### config.mk
export PLATFORM = sky130hd
export DESIGN_NAME = multicycle_control
export DESIGN_NICKNAME = d
export VERILOG_FILES = /design/src/rtl/mips_ctrl_pkg.sv /design/src/rtl/multicycle_output_decode.sv /design/src/rtl/multicycle_control.sv
export SDC_FILE = /design/constraint.sdc
export NUM_CORES = 1
export LEC_CHECK = 0
export CAP_MARGIN = 20
export CORE_UTILIZATION = 25
export CTS_BUF_LIST = sky130_fd_sc_hd__clkbuf_2 sky130_fd_sc_hd__clkbuf_4 sky130_fd_sc_hd__clkbuf_8
export DETAILED_ROUTE_END_ITERATION = 12
export PLACE_DENSITY = 0.9
export SLEW_MARGIN = 20
export SYNTH_ARGS = -nofsm -noshare
export SYNTH_HDL_FRONTEND = slang
export SYNTH_SLANG_ARGS = --single-unit
### constraint.sdc
create_clock -name clk -period 1.3 [get_ports clk]
set_input_delay 0.195 -clock clk [delete_from_list [all_inputs] [get_ports clk]]
set_output_delay 0.195 -clock clk [all_outputs]
set_load 0.03 [all_outputs]
### src/rtl/mips_ctrl_pkg.sv
// Shared definitions for the multicycle MIPS main controller:
// FSM state encodings, opcode constants, datapath select codes and the
// packed control word passed from the output decoder to the top.
package mips_ctrl_pkg;

  typedef enum logic [3:0] {
    S_FETCH      = 4'd0,
    S_DECODE     = 4'd1,
    S_MEM_ADDR   = 4'd2,
    S_MEM_READ   = 4'd3,
    S_MEM_WB     = 4'd4,
    S_MEM_WRITE  = 4'd5,
    S_EXECUTE    = 4'd6,
    S_R_COMPLETE = 4'd7,
    S_BRANCH     = 4'd8,
    S_JUMP       = 4'd9
  } state_t;

  localparam logic [5:0] OP_R   = 6'b000000;
  localparam logic [5:0] OP_LW  = 6'b100011;
  localparam logic [5:0] OP_SW  = 6'b101011;
  localparam logic [5:0] OP_BEQ = 6'b000100;
  localparam logic [5:0] OP_J   = 6'b000010;

  localparam logic [1:0] ALUOP_ADD   = 2'b00;
  localparam logic [1:0] ALUOP_SUB   = 2'b01;
  localparam logic [1:0] ALUOP_FUNCT = 2'b10;

  localparam logic [1:0] SRCB_REG     = 2'b00;
  localparam logic [1:0] SRCB_FOUR    = 2'b01;
  localparam logic [1:0] SRCB_IMM     = 2'b10;
  localparam logic [1:0] SRCB_IMM_SH2 = 2'b11;

  localparam logic [1:0] PCSRC_ALU    = 2'b00;
  localparam logic [1:0] PCSRC_ALUOUT = 2'b01;
  localparam logic [1:0] PCSRC_JUMP   = 2'b10;

  // Datapath control word; field order matches the top-level port list.
  typedef struct packed {
    logic       pc_write;
    logic       pc_write_cond;
    logic       iord;
    logic       mem_read;
    logic       mem_write;
    logic       mem_to_reg;
    logic       ir_write;
    logic       alu_src_a;
    logic       reg_write;
    logic       reg_dst;
    logic [1:0] alu_op;
    logic [1:0] alu_src_b;
    logic [1:0] pc_source;
    logic       done;
  } ctrl_t;

  localparam int CTRL_W = $bits(ctrl_t);

endpackage

### src/rtl/multicycle_output_decode.sv
// Moore output decoder: maps the current FSM state to the datapath control
// word. ready_i qualifies the one-shot side effects of stretched memory
// steps (PC/IR update in FETCH, done in MEM_WRITE); it is tied high by the
// top when wait states are not built in.
module multicycle_output_decode
  import mips_ctrl_pkg::*;
(
  input  logic [3:0]        state_i,
  input  logic              ready_i,
  output logic [CTRL_W-1:0] ctrl_o
);

  ctrl_t c;

  // Per-state control values; anything not listed stays zero.
  always_comb begin
    c = '0;
    case (state_i)
      S_FETCH: begin
        c.mem_read  = 1'b1;
        c.ir_write  = ready_i;
        c.pc_write  = ready_i;
        c.alu_src_b = SRCB_FOUR;
      end
      S_DECODE: begin
        c.alu_src_b = SRCB_IMM_SH2;
      end
      S_MEM_ADDR: begin
        c.alu_src_a = 1'b1;
        c.alu_src_b = SRCB_IMM;
      end
      S_MEM_READ: begin
        c.mem_read = 1'b1;
        c.iord     = 1'b1;
      end
      S_MEM_WB: begin
        c.reg_write  = 1'b1;
        c.mem_to_reg = 1'b1;
        c.done       = 1'b1;
      end
      S_MEM_WRITE: begin
        c.mem_write = 1'b1;
        c.iord      = 1'b1;
        c.done      = ready_i;
      end
      S_EXECUTE: begin
        c.alu_src_a = 1'b1;
        c.alu_op    = ALUOP_FUNCT;
      end
      S_R_COMPLETE: begin
        c.reg_write = 1'b1;
        c.reg_dst   = 1'b1;
        c.done      = 1'b1;
      end
      S_BRANCH: begin
        c.alu_src_a     = 1'b1;
        c.alu_op        = ALUOP_SUB;
        c.pc_write_cond = 1'b1;
        c.pc_source     = PCSRC_ALUOUT;
        c.done          = 1'b1;
      end
      S_JUMP: begin
        c.pc_write  = 1'b1;
        c.pc_source = PCSRC_JUMP;
        c.done      = 1'b1;
      end
      default: c = '0;
    endcase
  end

  assign ctrl_o = c;

endmodule

### src/rtl/multicycle_control.sv
// Multicycle MIPS main controller: state register, next-state logic and
// reset gating of the Moore outputs. Defining MEM_READY_EN makes FETCH,
// MEM_READ and MEM_WRITE wait for mem_ready; otherwise mem_ready is ignored.
// Handshake: a stretched memory step keeps its access strobes high every
// cycle and leaves on the rising edge where mem_ready=1; PCWrite/IRWrite
// and MEM_WRITE's done fire only in that completing cycle.
module multicycle_control
  import mips_ctrl_pkg::*;
(
  input  logic        clk,
  input  logic        reset,
  input  logic [31:0] Instruction,
  input  logic        mem_ready,
  output logic        PCWrite,
  output logic        PCWriteCond,
  output logic        IorD,
  output logic        MemRead,
  output logic        MemWrite,
  output logic        MemToReg,
  output logic        IRWrite,
  output logic        ALUSrcA,
  output logic        RegWrite,
  output logic        RegDst,
  output logic [1:0]  ALUOp,
  output logic [1:0]  ALUSrcB,
  output logic [1:0]  PCSource,
  output logic [3:0]  state,
  output logic        done,
  output logic        illegal
);

  state_t            state_q, state_d;
  logic              mem_is_lw_q, mem_is_lw_d;
  logic              illegal_raw;
  logic              ready;
  logic [5:0]        opcode;
  logic [CTRL_W-1:0] ctrl_w;
  ctrl_t             ctrl;
  logic              unused_bits;

  assign opcode      = Instruction[31:26];
  assign unused_bits = ^{Instruction[25:0], mem_ready};

`ifdef MEM_READY_EN
  assign ready = mem_ready;
`else
  assign ready = 1'b1;
`endif

  // State register; the LW/SW choice is captured in DECODE so later IR
  // changes cannot redirect the memory step.
  always_ff @(posedge clk) begin
    if (reset) begin
      state_q     <= S_FETCH;
      mem_is_lw_q <= 1'b0;
    end else begin
      state_q     <= state_d;
      mem_is_lw_q <= mem_is_lw_d;
    end
  end

  // Next-state logic; opcode is only looked at in DECODE.
  always_comb begin
    state_d     = state_q;
    mem_is_lw_d = mem_is_lw_q;
    illegal_raw = 1'b0;
    case (state_q)
      S_FETCH: if (ready) state_d = S_DECODE;
      S_DECODE: begin
        mem_is_lw_d = (opcode == OP_LW);
        case (opcode)
          OP_LW, OP_SW: state_d = S_MEM_ADDR;
          OP_R:         state_d = S_EXECUTE;
          OP_BEQ:       state_d = S_BRANCH;
          OP_J:         state_d = S_JUMP;
          default: begin
            state_d     = S_FETCH;
            illegal_raw = 1'b1;
          end
        endcase
      end
      S_MEM_ADDR:   state_d = mem_is_lw_q ? S_MEM_READ : S_MEM_WRITE;
      S_MEM_READ:   if (ready) state_d = S_MEM_WB;
      S_MEM_WRITE:  if (ready) state_d = S_FETCH;
      S_EXECUTE:    state_d = S_R_COMPLETE;
      default:      state_d = S_FETCH;
    endcase
  end

  multicycle_output_decode u_decode (
    .state_i (state_q),
    .ready_i (ready),
    .ctrl_o  (ctrl_w)
  );

  // Reset forces every output low so no PC/IR update leaks out while held.
  always_comb begin
    ctrl = ctrl_w;
    if (reset) ctrl = '0;
  end

  assign PCWrite     = ctrl.pc_write;
  assign PCWriteCond = ctrl.pc_write_cond;
  assign IorD        = ctrl.iord;
  assign MemRead     = ctrl.mem_read;
  assign MemWrite    = ctrl.mem_write;
  assign MemToReg    = ctrl.mem_to_reg;
  assign IRWrite     = ctrl.ir_write;
  assign ALUSrcA     = ctrl.alu_src_a;
  assign RegWrite    = ctrl.reg_write;
  assign RegDst      = ctrl.reg_dst;
  assign ALUOp       = ctrl.alu_op;
  assign ALUSrcB     = ctrl.alu_src_b;
  assign PCSource    = ctrl.pc_source;
  assign done        = ctrl.done;
  assign illegal     = illegal_raw & ~reset;
  assign state       = reset ? 4'd0 : state_q;

endmodule

# After elaboration in Yosys (flattened, before gate mapping)
# Cells that the tools add are included.
# op_classes
n_div,0
n_shift,0
bitwise_logic,2
order_cmp,0
addsub,0
muxes,21
multipliers,0
eq_ne,13
n_reduce_logical,10
# op_table
op,n
4-bit case mux with 5 select lines,1
17-bit 2-to-1 mux,1
4-bit by 3-bit equality test with 1-bit output (second input constant),4
4-bit case mux with 4 select lines,1
1-bit 2-to-1 mux,13
6-bit equality test (second input constant),2
2-bit OR reduction,5
5-bit OR reduction,2
4-bit by 2-bit equality test with 1-bit output (second input constant),2
4-bit equality test (second input constant),2
2-bit case mux with 2 select lines,2
6-bit by 2-bit equality test with 1-bit output (second input constant),1
6-bit by 3-bit equality test with 1-bit output (second input constant),1
6-bit logical NOT,1
2-bit case mux with 3 select lines,1
4-bit by 1-bit equality test with 1-bit output (second input constant),1
4-bit logical NOT,1
4-bit 2-to-1 mux,1
3-bit 2-to-1 mux,1
3-bit OR reduction,1
1-bit bitwise AND,1
1-bit NOT,1
# totals
word_cells,48
latchBits,0
reg_bits,5
mem_count,0
romBits,0
ram_bits,0
output_inout_bits,22

# Logic depth before layout (Yosys ltp)
# Gate-level depths: netlist (run 1).
# depth
ltp_word,5
ltp_mapped,4

# Cells and area by module
# A second synthesis (run 1) with hierarchy kept.
# unflattened
hier_cells,94
hier_area_um2,703.2
# modules_own_cells
module,area_each_um2,instances,seq_area_each_um2,cells_each
multicycle_control,462.9,1,100.1,61
multicycle_output_decode,240.2,1,0.0,33

# Worst setup path after synthesis (run 1)
# Ideal clock, no wire load.
# synth_timing
path_type,flip-flop to output port
from,register state_q[1]
to,output port ALUSrcB[1]
path_buffers,1
path_slack_ns,-1.158
t_arrival_ns,2.263
stages_incl_launch_ff,4
path_cell_list,dfxtp_1 -> buf_1 -> nand2b_1 -> a2111oi_0
# synth_via
elab_chain_len,3
elab_cells_between_ends,5
cone_classes,eq/ne: 2; mux: 2; reduce/logical: 1
# synth_lines
item,line,source
start: declaration,multicycle_control.sv:32,"state_t state_q, state_d;"
start signal: assignment,multicycle_control.sv:57,state_q <= state_d;
4-bit by 2-bit equality test with 1-bit output (tied with other cells),multicycle_output_decode.sv:18,case (state_i)
2-bit case mux with 3 select lines *,multicycle_output_decode.sv:18,
17-bit 2-to-1 mux *,multicycle_control.sv:99,if (reset) ctrl = '0;
end: declaration,multicycle_control.sv:25,"output logic [1:0] ALUSrcB,"
# Every way passes the cells marked *; elsewhere a longest branch is shown, timed or not.

# Worst setup path after layout (run 1)
# layout_timing
from,register state_q[0]
to,output port illegal
# layout_via
elab_chain_len,3
# layout_lines
item,line,source
4-bit by 1-bit equality test with 1-bit output,multicycle_control.sv:67,case (state_q)
1-bit 2-to-1 mux,multicycle_control.sv:67,
1-bit bitwise AND,multicycle_control.sv:116,assign illegal = illegal_raw & ~reset;
end: declaration,multicycle_control.sv:29,output logic illegal
# Every way passes these cells.

==> impl_metrics.ini, run 1 <==
[run_status]
status = finished with violations
violations = negative setup slack

[clock_network]
numCtsBuffers = 3
cts_root_buf = clkbuf_4
clock_sinks = 5
cts_tree = done
clk_latency_ns = 0.27
clk_pin_slew_ns = 0.05
cts.path.max_buffers = 2
cts_max_level = 1

[layout]
drive_gt1_share_pct = 85.4
layout.cells.non_filler = 169
diodes = 0
area_growth_pct = 226
mostFrequentLayoutCells = 42 x buf_6, 24 x buf_4, 8 x nor2_4, 6 x nor2b_4
layout_commonest_cell = buf_6
fin_nets = 180

[die]
io_pins = 57
dieArea_um2 = 2170
chipHeight_um = 46.6
coreArea_um2 = 1800
start_util_pct = 27.6
std_cell_rows = 15
die_x_um = 46.6

[timing]
fmax_mhz = 577
tightest_slew_ns = 0.573
min_period_ns = 1.73
grt_setup_unrepaired = true
fin_ws_ns = -0.434
slew_headroom_pct = 61.5
fin_skew_ns = 0.00712
timing.final.max_slew_violations = 0
finalCritPeriodShare_pct = 133
setup_viol = 25
hold_violations = 0

[setup_path]
cp.required_ns = 1.11
worst-path-max-fanout = 5
crit_start = state_q[0]
reg2reg_slack_ns = -0.19
start_kind = register
worstSetupPathType = register to output port
r2r_start = state_q[0]
worst_ep_arrival_time_ns = 1.54
endpoint_kind = output port

[synthesis]
yosys_warnings = 0
syn_area_um2 = 498
synth.distinct_cells = 29
avgSynthCellArea_um2 = 6.92
synth_cells = 72
synth-seq-cells = 5
syn_nets = 107
ys_seq_area_share_pct = 20.1

[global_routing]
grt_start_max_net_pins = 9
antenna_found_initial = 0
track_usage_pct = 29.5
grt.overflow.total = 0
grt_pass1_vias = 865
grt_pass1_wl_mm = 4.23

[routing]
first_pass_iters = 4
post-route-drc-count = 0
vias = 952
drt_first_iter_violations = 42
wl_mm = 3.59
routedWlPerCell_um = 21.2
drtAntennaViolNets = 0
via_per_inst = 5.63

[placed_design]
post-place-cells = 152
numPortBuffers = 29
gp_congestion = 0.783
dp_hpwl_mm = 1.52
place_ws_ns = -0.541

[job]
cap_violations = 0

[worst_hold_path]
hold_class = primary input to register
hold_path.startpoint = Instruction[29]

[power]
irDropWorstVdd_mv = 0.529
p_per_area_nw_per_um2 = 447
leakage_nw = 0.673
## critical path, stage by stage (launching register included)
cell	delay, ns
dfxtp_4	0.39
or4b_4	0.51
nor2_4	0.11
o21a_2	0.14
buf_6	0.12
## sequential cells by signal, summed over array words and instances, names as in the netlist
name / count
mem_is_lw_q: 1
state_q: 4
## path summary, 6_finish.rpt
check	cells after the start	to
setup / recovery	4	illegal
hold / removal	4	state_q[3]
setup reg to reg	4	state_q[3]
hold reg to reg	2	mem_is_lw_q
## synthesized netlist by cell type
library cell | n | area, um^2
or4b_1 | 2 | 20.0
and3_1 | 1 | 6.26
nor3_1 | 3 | 15.0
xor2_1 | 2 | 17.5
a211o_1 | 2 | 17.5
inv_1 | 1 | 3.75
nor4b_1 | 1 | 8.76
nor2b_1 | 6 | 37.5
xnor2_1 | 1 | 8.76
nand2b_1 | 4 | 25.0
nor4_1 | 5 | 31.3
or4_1 | 1 | 7.51
a2bb2oi_1 | 1 | 8.76
buf_2 | 1 | 5.00
a2111oi_0 | 2 | 17.5
buf_4 | 1 | 7.51
nand2_1 | 4 | 15.0
and3_2 | 1 | 7.51
a21oi_1 | 5 | 25.0
nor2_1 | 11 | 41.3
o21a_1 | 2 | 15.0
or3_1 | 2 | 12.5
nor3b_1 | 1 | 7.51
nand4b_1 | 1 | 8.76
o211ai_1 | 1 | 7.51
clkbuf_1 | 3 | 11.3
buf_1 | 1 | 3.75
dfxtp_1 | 5 | 100
nand3_1 | 1 | 5.00
## area by class of cell
class	instances	area (um^2)
clock buffer	4	30.0
fill	72	179
inverter	1	3.75
multi-input combinational	60	716
sequential	5	108
tap	25	31.3
timing repair buffer	74	734
## metrics by stage
stage	setup TNS (ns)	utilization, %	power (W)	cell area (um^2)	hold WS [ns]
final	-5.87	90.1	0.000725	1620	0.271
after global routing	-6.65	90.1	0.000748	1620	0.273
after CTS	-5.24	81.9	0.000646	1480	0.274
after detailed placement	-6.33	62.4	0.000403	1120	0.474
after global placement	-5.57	62.4	0.000396	1120	0.457
after floorplan	-0.765	-	0.000282	659	0.366
## timing repair
action | in CTS | in global routing
setup buffers | 9 | 5
pin swaps | 17 | 10
endpoints found under the setup margin | 27 | 27
gates resized for setup | 76 | 29
hold buffers | 0 | 0
## where the power goes
| group | internal [W] | switching (W) | total (W) | leakage, nW |
|---|---|---|---|---|
| Combinational | 0.000160 | 0.000172 | 0.000332 | 0.612 |
| Sequential | 0.000157 | 0.00000613 | 0.000163 | 0.0427 |
| Clock | 0.000139 | 0.0000922 | 0.000231 | 0.0184 |
## metal layers
metal  global-route usage, %  up-vias  routed length, um
met5                       0        -                  0
met4                    14.9        0                108
met3                    3.53       15                351
met2                    58.3       75               1890
met1                    29.1      452               1230
li1                        -      410                  -
## logic make-up after synthesis
logic type / count (synthesis) / synth area share, %
AOI/OAI and AO/OA: 13 / 18.3
xor gates and xnor gates: 3 / 5.28
buffers and inverters: 7 / 6.28
DFF: 5 / 20.1
and+or+nand+nor: 44 / 50.0
No activity file was read; power rests on OpenSTA's default activity.
==> inputs of run 2 (changes only) <==
- ABC_AREA: unset -> 1
==> impl_metrics.ini, run 2 <==
[setup_path]
reg2reg_slack_ns = 0.07
reg2reg_depth = 6
r2r-end = state_q[0]
start_kind = register
worstSetupPathType = register to output port
cp.required_ns = 1.11
r2r_start = state_q[3]
endpoint_kind = output port
worst-path-max-fanout = 4
worst_ep_arrival_time_ns = 1.32

[run_status]
status = finished with violations
violations = negative setup slack

[die]
coreArea_um2 = 1800
chipHeight_um = 46.6
die_x_um = 46.6
io_pins = 57
dieArea_um2 = 2170
std_cell_rows = 15
start_util_pct = 27.6

[timing]
fmax_mhz = 659
slew_headroom_pct = 84.2
setup_viol = 18
min_period_ns = 1.52
finalCritPeriodShare_pct = 117
setup_tns_ns = -2.48
fin_skew_ns = 0.00695
hold_violations = 0
fin_ws_ns = -0.218
grt_setup_unrepaired = true
timing.final.max_slew_violations = 0
tightest_slew_ns = 0.236

[routing]
vias = 800
drt_first_iter_violations = 14
wl_mm = 2.14
via_per_inst = 4.73
routedWlPerCell_um = 12.7
first_pass_iters = 4
post-route-drc-count = 0
drtAntennaViolNets = 0

[layout]
largest_reg_flops = 4
layout_commonest_cell = buf_4
area_growth_pct = 126
reg.largest.list = state_q (4), mem_is_lw_q (1)
fin_nets = 180
diodes = 0
drive_gt1_share_pct = 59.7
n_fill_cell = 148
mostFrequentLayoutCells = 27 x buf_4, 16 x nand2_1, 13 x nor2_1, 13 x buf_6, 10 x nor2_4
regMostFlops = state_q

[synthesis]
async_flop_share_pct = 0
synth-edff-count = 0
synth_area_leader_cell = dfxtp_1
synth_top_area_share_pct = 20.1
avgSynthCellArea_um2 = 5.24
synth_cells = 95
ys_seq_area_share_pct = 20.1
synthTopCellsByCount = 25 x nor2_1, 23 x nand2_1, 11 x inv_1, 10 x a21oi_1, 5 x dfxtp_1
synth-seq-cells = 5
syn_area_um2 = 498
synth-main-ff-cell = dfxtp_1
yosysMostFrequentCell = nor2_1
synthTopCellsByArea = dfxtp_1 20%, nor2_1 19%, nand2_1 17%
yosys_warnings = 0
synth.distinct_cells = 18
syn_nets = 130

[global_routing]
antenna_found_initial = 0
grt_start_max_net_pins = 17
grt.overflow.total = 0
grt_pass1_vias = 694
grt_pass1_wl_mm = 2.96
track_usage_pct = 20.0

[clock_network]
clk_pin_slew_ns = 0.05
cts_max_level = 1
cts_root_buf = clkbuf_4
cts_tree = done
numCtsBuffers = 3
cts.path.max_buffers = 2
hold_buffers = 0
clock_sinks = 5
clk_latency_ns = 0.25

[job]
cap_violations = 0

[worst_hold_path]
hold_path.startpoint = Instruction[27]
hold_class = primary input to register
whs_path_depth = 5
hold_path_end = mem_is_lw_q

[placed_design]
gp_congestion = 0.914
numPortBuffers = 29
place_ws_ns = -0.315
dp_hpwl_mm = 1.34

[power]
irDropWorstVdd_mv = 0.397
leakage_nw = 0.571
p_per_area_nw_per_um2 = 507
run 2: changes by cell type in the layout (fill, tap and decap cells not counted), sizes merged, moves of 3 or more:
cell and change:
a21oi +5, buf -29, inv +14, nand2 +20, nand2b -4, nor2 +18, nor2b -6, nor3 -3
nor4 -5
run 2: area by class of cell:
cell class	instances	area, um^2	share of cell area (%)
clock inverters	1	5.00	0.444
multi-input cells	71	449	39.8
repair buffers	48	442	39.2
flip-flops and latches	5	115	10.2
clock buffers	3	22.5	2.00
well taps	25	31.3	2.77
inverters	16	62.6	5.55
run 2: cell families (layout without fill, tap and decap cells):
logic type,after synthesis,in the layout,share of synthesized area (%)
buf+inv,19,68,15.6
flops,5,5,20.1
compound gates,12,12,12.8
simple gates,59,59,51.5
run 2: metal layers:
| metal | up-vias | GRT usage (%) | share of wire [%] |
|---|---|---|---|
| li1 | 390 | - | - |
| met1 | 370 | 21.2 | 37 |
| met2 | 28 | 35.0 | 54 |
| met3 | 12 | 5.10 | 4.4 |
| met4 | 0 | 12.0 | 5.0 |
| met5 | - | 0 | 0 |
run 2: stage by stage:
step	total power [W]	cells	cell area, um^2	hold WS, ns	utilization [%]
after detailed placement	0.000347	154	836	0.562	46.4
after global placement	0.000340	154	836	0.548	46.4
after CTS	0.000552	167	1010	0.477	56.0
after floorplan	0.000271	95	527	0.386	-
final	0.000572	169	1130	0.365	62.6
after global routing	0.000606	169	1130	0.393	62.6
run 2: worst max-delay path, stage by stage, from the launching register on:
cell and delay, ns:
dfxtp_4 0.36, buf_4 0.14, nor2_4 0.13, nand2_2 0.11
a21oi_4 0.18, buf_6 0.15
run 2: how the worst max path moves through the flow:
stage,start,end,slack (ns),cells after the start
after floorplan,state_q[2],RegWrite,-0.08,4
after global placement,Instruction[29],illegal,-0.20,8
after detailed placement,Instruction[29],illegal,-0.31,8
after CTS,reset,illegal,-0.19,6
after global routing,state_q[2],illegal,-0.26,5
final,state_q[2],PCWrite,-0.22,5
run 2: repair_timing:
action,in CTS,in global routing
pin swaps,6,8
endpoints found under the setup margin,22,22
resized for setup,33,30
setup buffers,9,2
run 2: power breakdown:
part | switching (W) | internal (W)
sequential | 0.0000120 | 0.000154
clock | 0.0000730 | 0.000112
combinational | 0.000130 | 0.0000904
==> inputs of run 3 (changes only) <==
- CORE_ASPECT_RATIO: unset -> 0.8
==> impl_metrics.ini, run 3 (synthesized netlist as in run 2, its figures left out) <==
[run_status]
violations = negative setup slack
status = finished with violations

[die]
io_pins = 57
die_x_um = 51.9
chipHeight_um = 41.9
coreArea_um2 = 1870
std_cell_rows = 14
dieArea_um2 = 2180
start_util_pct = 26.6

[global_routing]
grt_pass1_wl_mm = 2.99
grt.overflow.total = 0
grt_start_max_net_pins = 15
grt_pass1_vias = 706
track_usage_pct = 18.3
antenna_found_initial = 0

[worst_hold_path]
hold_path.startpoint = Instruction[26]
whs_path_depth = 5
hold_path_end = mem_is_lw_q
hold_class = primary input to register

[routing]
wl_mm = 2.24
routedWlPerCell_um = 12.9
drtAntennaViolNets = 0
vias = 810
via_per_inst = 4.68
first_pass_iters = 4
post-route-drc-count = 0
drt_first_iter_violations = 11

[layout]
drive_gt1_share_pct = 57.0
layout_commonest_cell = buf_4
mostFrequentLayoutCells = 32 x buf_4, 19 x nand2_1, 17 x nor2_1, 14 x buf_6, 9 x inv_1
n_fill_cell = 141
fin_nets = 185
seqCellArea_um2 = 115
multiInputGateArea_um2 = 440
reg.largest.list = state_q (4), mem_is_lw_q (1)
largest_reg_flops = 4
diodes = 0
area_growth_pct = 129
regMostFlops = state_q

[clock_network]
cts.path.max_buffers = 2
numCtsBuffers = 3
clock_sinks = 5
cts_tree = done
clk_pin_slew_ns = 0.05
hold_buffers = 0
clk_latency_ns = 0.25
cts_root_buf = clkbuf_4
cts_max_level = 1

[setup_path]
worst-path-max-fanout = 4
worstSetupPathType = register to output port
start_kind = register
reg2reg_depth = 7
reg2reg_slack_ns = 0.10
r2r_start = state_q[2]
endpoint_kind = output port
r2r-end = state_q[2]
cp.required_ns = 1.11
worst_ep_arrival_time_ns = 1.35

[placed_design]
place_ws_ns = -0.269
numPortBuffers = 29
gp_congestion = 0.856
dp_hpwl_mm = 1.31

[job]
cap_violations = 0

[timing]
timing.hold.ws_ns = 0.408
setup_viol = 18
finalCritPeriodShare_pct = 119
fmax_mhz = 645
min_period_ns = 1.55
tightest_slew_ns = 0.232
setup_tns_ns = -2.94
slew_headroom_pct = 84.5
hold_violations = 0
grt_setup_unrepaired = true
timing.final.max_slew_violations = 0
fin_ws_ns = -0.250
fin_skew_ns = 0.0113

[power]
leakage_nw = 0.579
p_per_area_nw_per_um2 = 522
irDropWorstVdd_mv = 0.299
run 3: cell types whose count changed in the layout (fill, tap and decap cells not counted), sizes merged:
cell           previous run  this run
buf                      41        46
clkinv                    2         1
dlymetal6s2s              3         1
clkbuf                    3         4
clkdlybuf4s50             0         1
dlygate4sd2               4         5
run 3: cell type report:
cell class	instances	area share, %
Inverter	16	5.48
Tap cell	24	2.63
Sequential cell	5	10.1
Clock buffer	4	2.63
Multi-Input combinational cell	71	38.6
Timing Repair Buffer	53	40.6
run 3: power breakdown:
group,internal [W],total (W),switching (W)
clock,0.000137,0.000208,0.0000709
sequential,0.000154,0.000166,0.0000113
combinational,0.0000950,0.000222,0.000127
total,0.000387,0.000596,0.000210
run 3: through the flow:
stage,utilization [%],instance area (um^2),power (W),instances
6_report,60.9,1140,0.000596,173
5_1_grt,60.9,1140,0.000626,173
4_1_cts,52.9,992,0.000566,165
3_5_place_dp,45.3,850,0.000349,155
3_3_place_gp,45.3,850,0.000345,155
2_1_floorplan,-,527,0.000271,95
run 3: timing repair:
item | in CTS | in global routing
buffers inserted | 6 | 8
pin swaps | 7 | 10
gates resized for setup | 31 | 23
setup endpoints to repair | 22 | 19
run 3: worst max path at each step:
| stage | endpoint | cells after the start | startpoint | slack (ns) |
|---|---|---|---|---|
| 3_3_place_gp | illegal | 8 | Instruction[31] | -0.20 |
| 4_1_cts | illegal | 7 | state_q[1] | -0.20 |
| 2_1_floorplan | RegWrite | 4 | state_q[2] | -0.08 |
| 5_1_grt | ALUSrcA | 5 | state_q[1] | -0.30 |
| 3_5_place_dp | illegal | 8 | Instruction[31] | -0.27 |
| 6_report | ALUSrcA | 5 | state_q[1] | -0.25 |
run 3: layer usage:
| layer | wire length [um] | share of wire, % | global-route usage (%) | vias to the layer above |
|---|---|---|---|---|
| met2 | 1200 | 54 | 32.6 | 32 |
| met1 | 841 | 38 | 19.8 | 369 |
| met3 | 116 | 5.2 | 5.13 | 10 |
| met5 | 0 | 0 | 0 | - |
| met4 | 80 | 3.6 | 7.57 | 0 |
| li1 | - | - | - | 399 |
run 3: worst max-delay path, stage by stage (launching register included):
cell and delay, ns:
dfxtp_4 0.36, buf_6 0.12, nor2_4 0.17, nand2_4 0.11, a21oi_4 0.18, buf_6 0.15
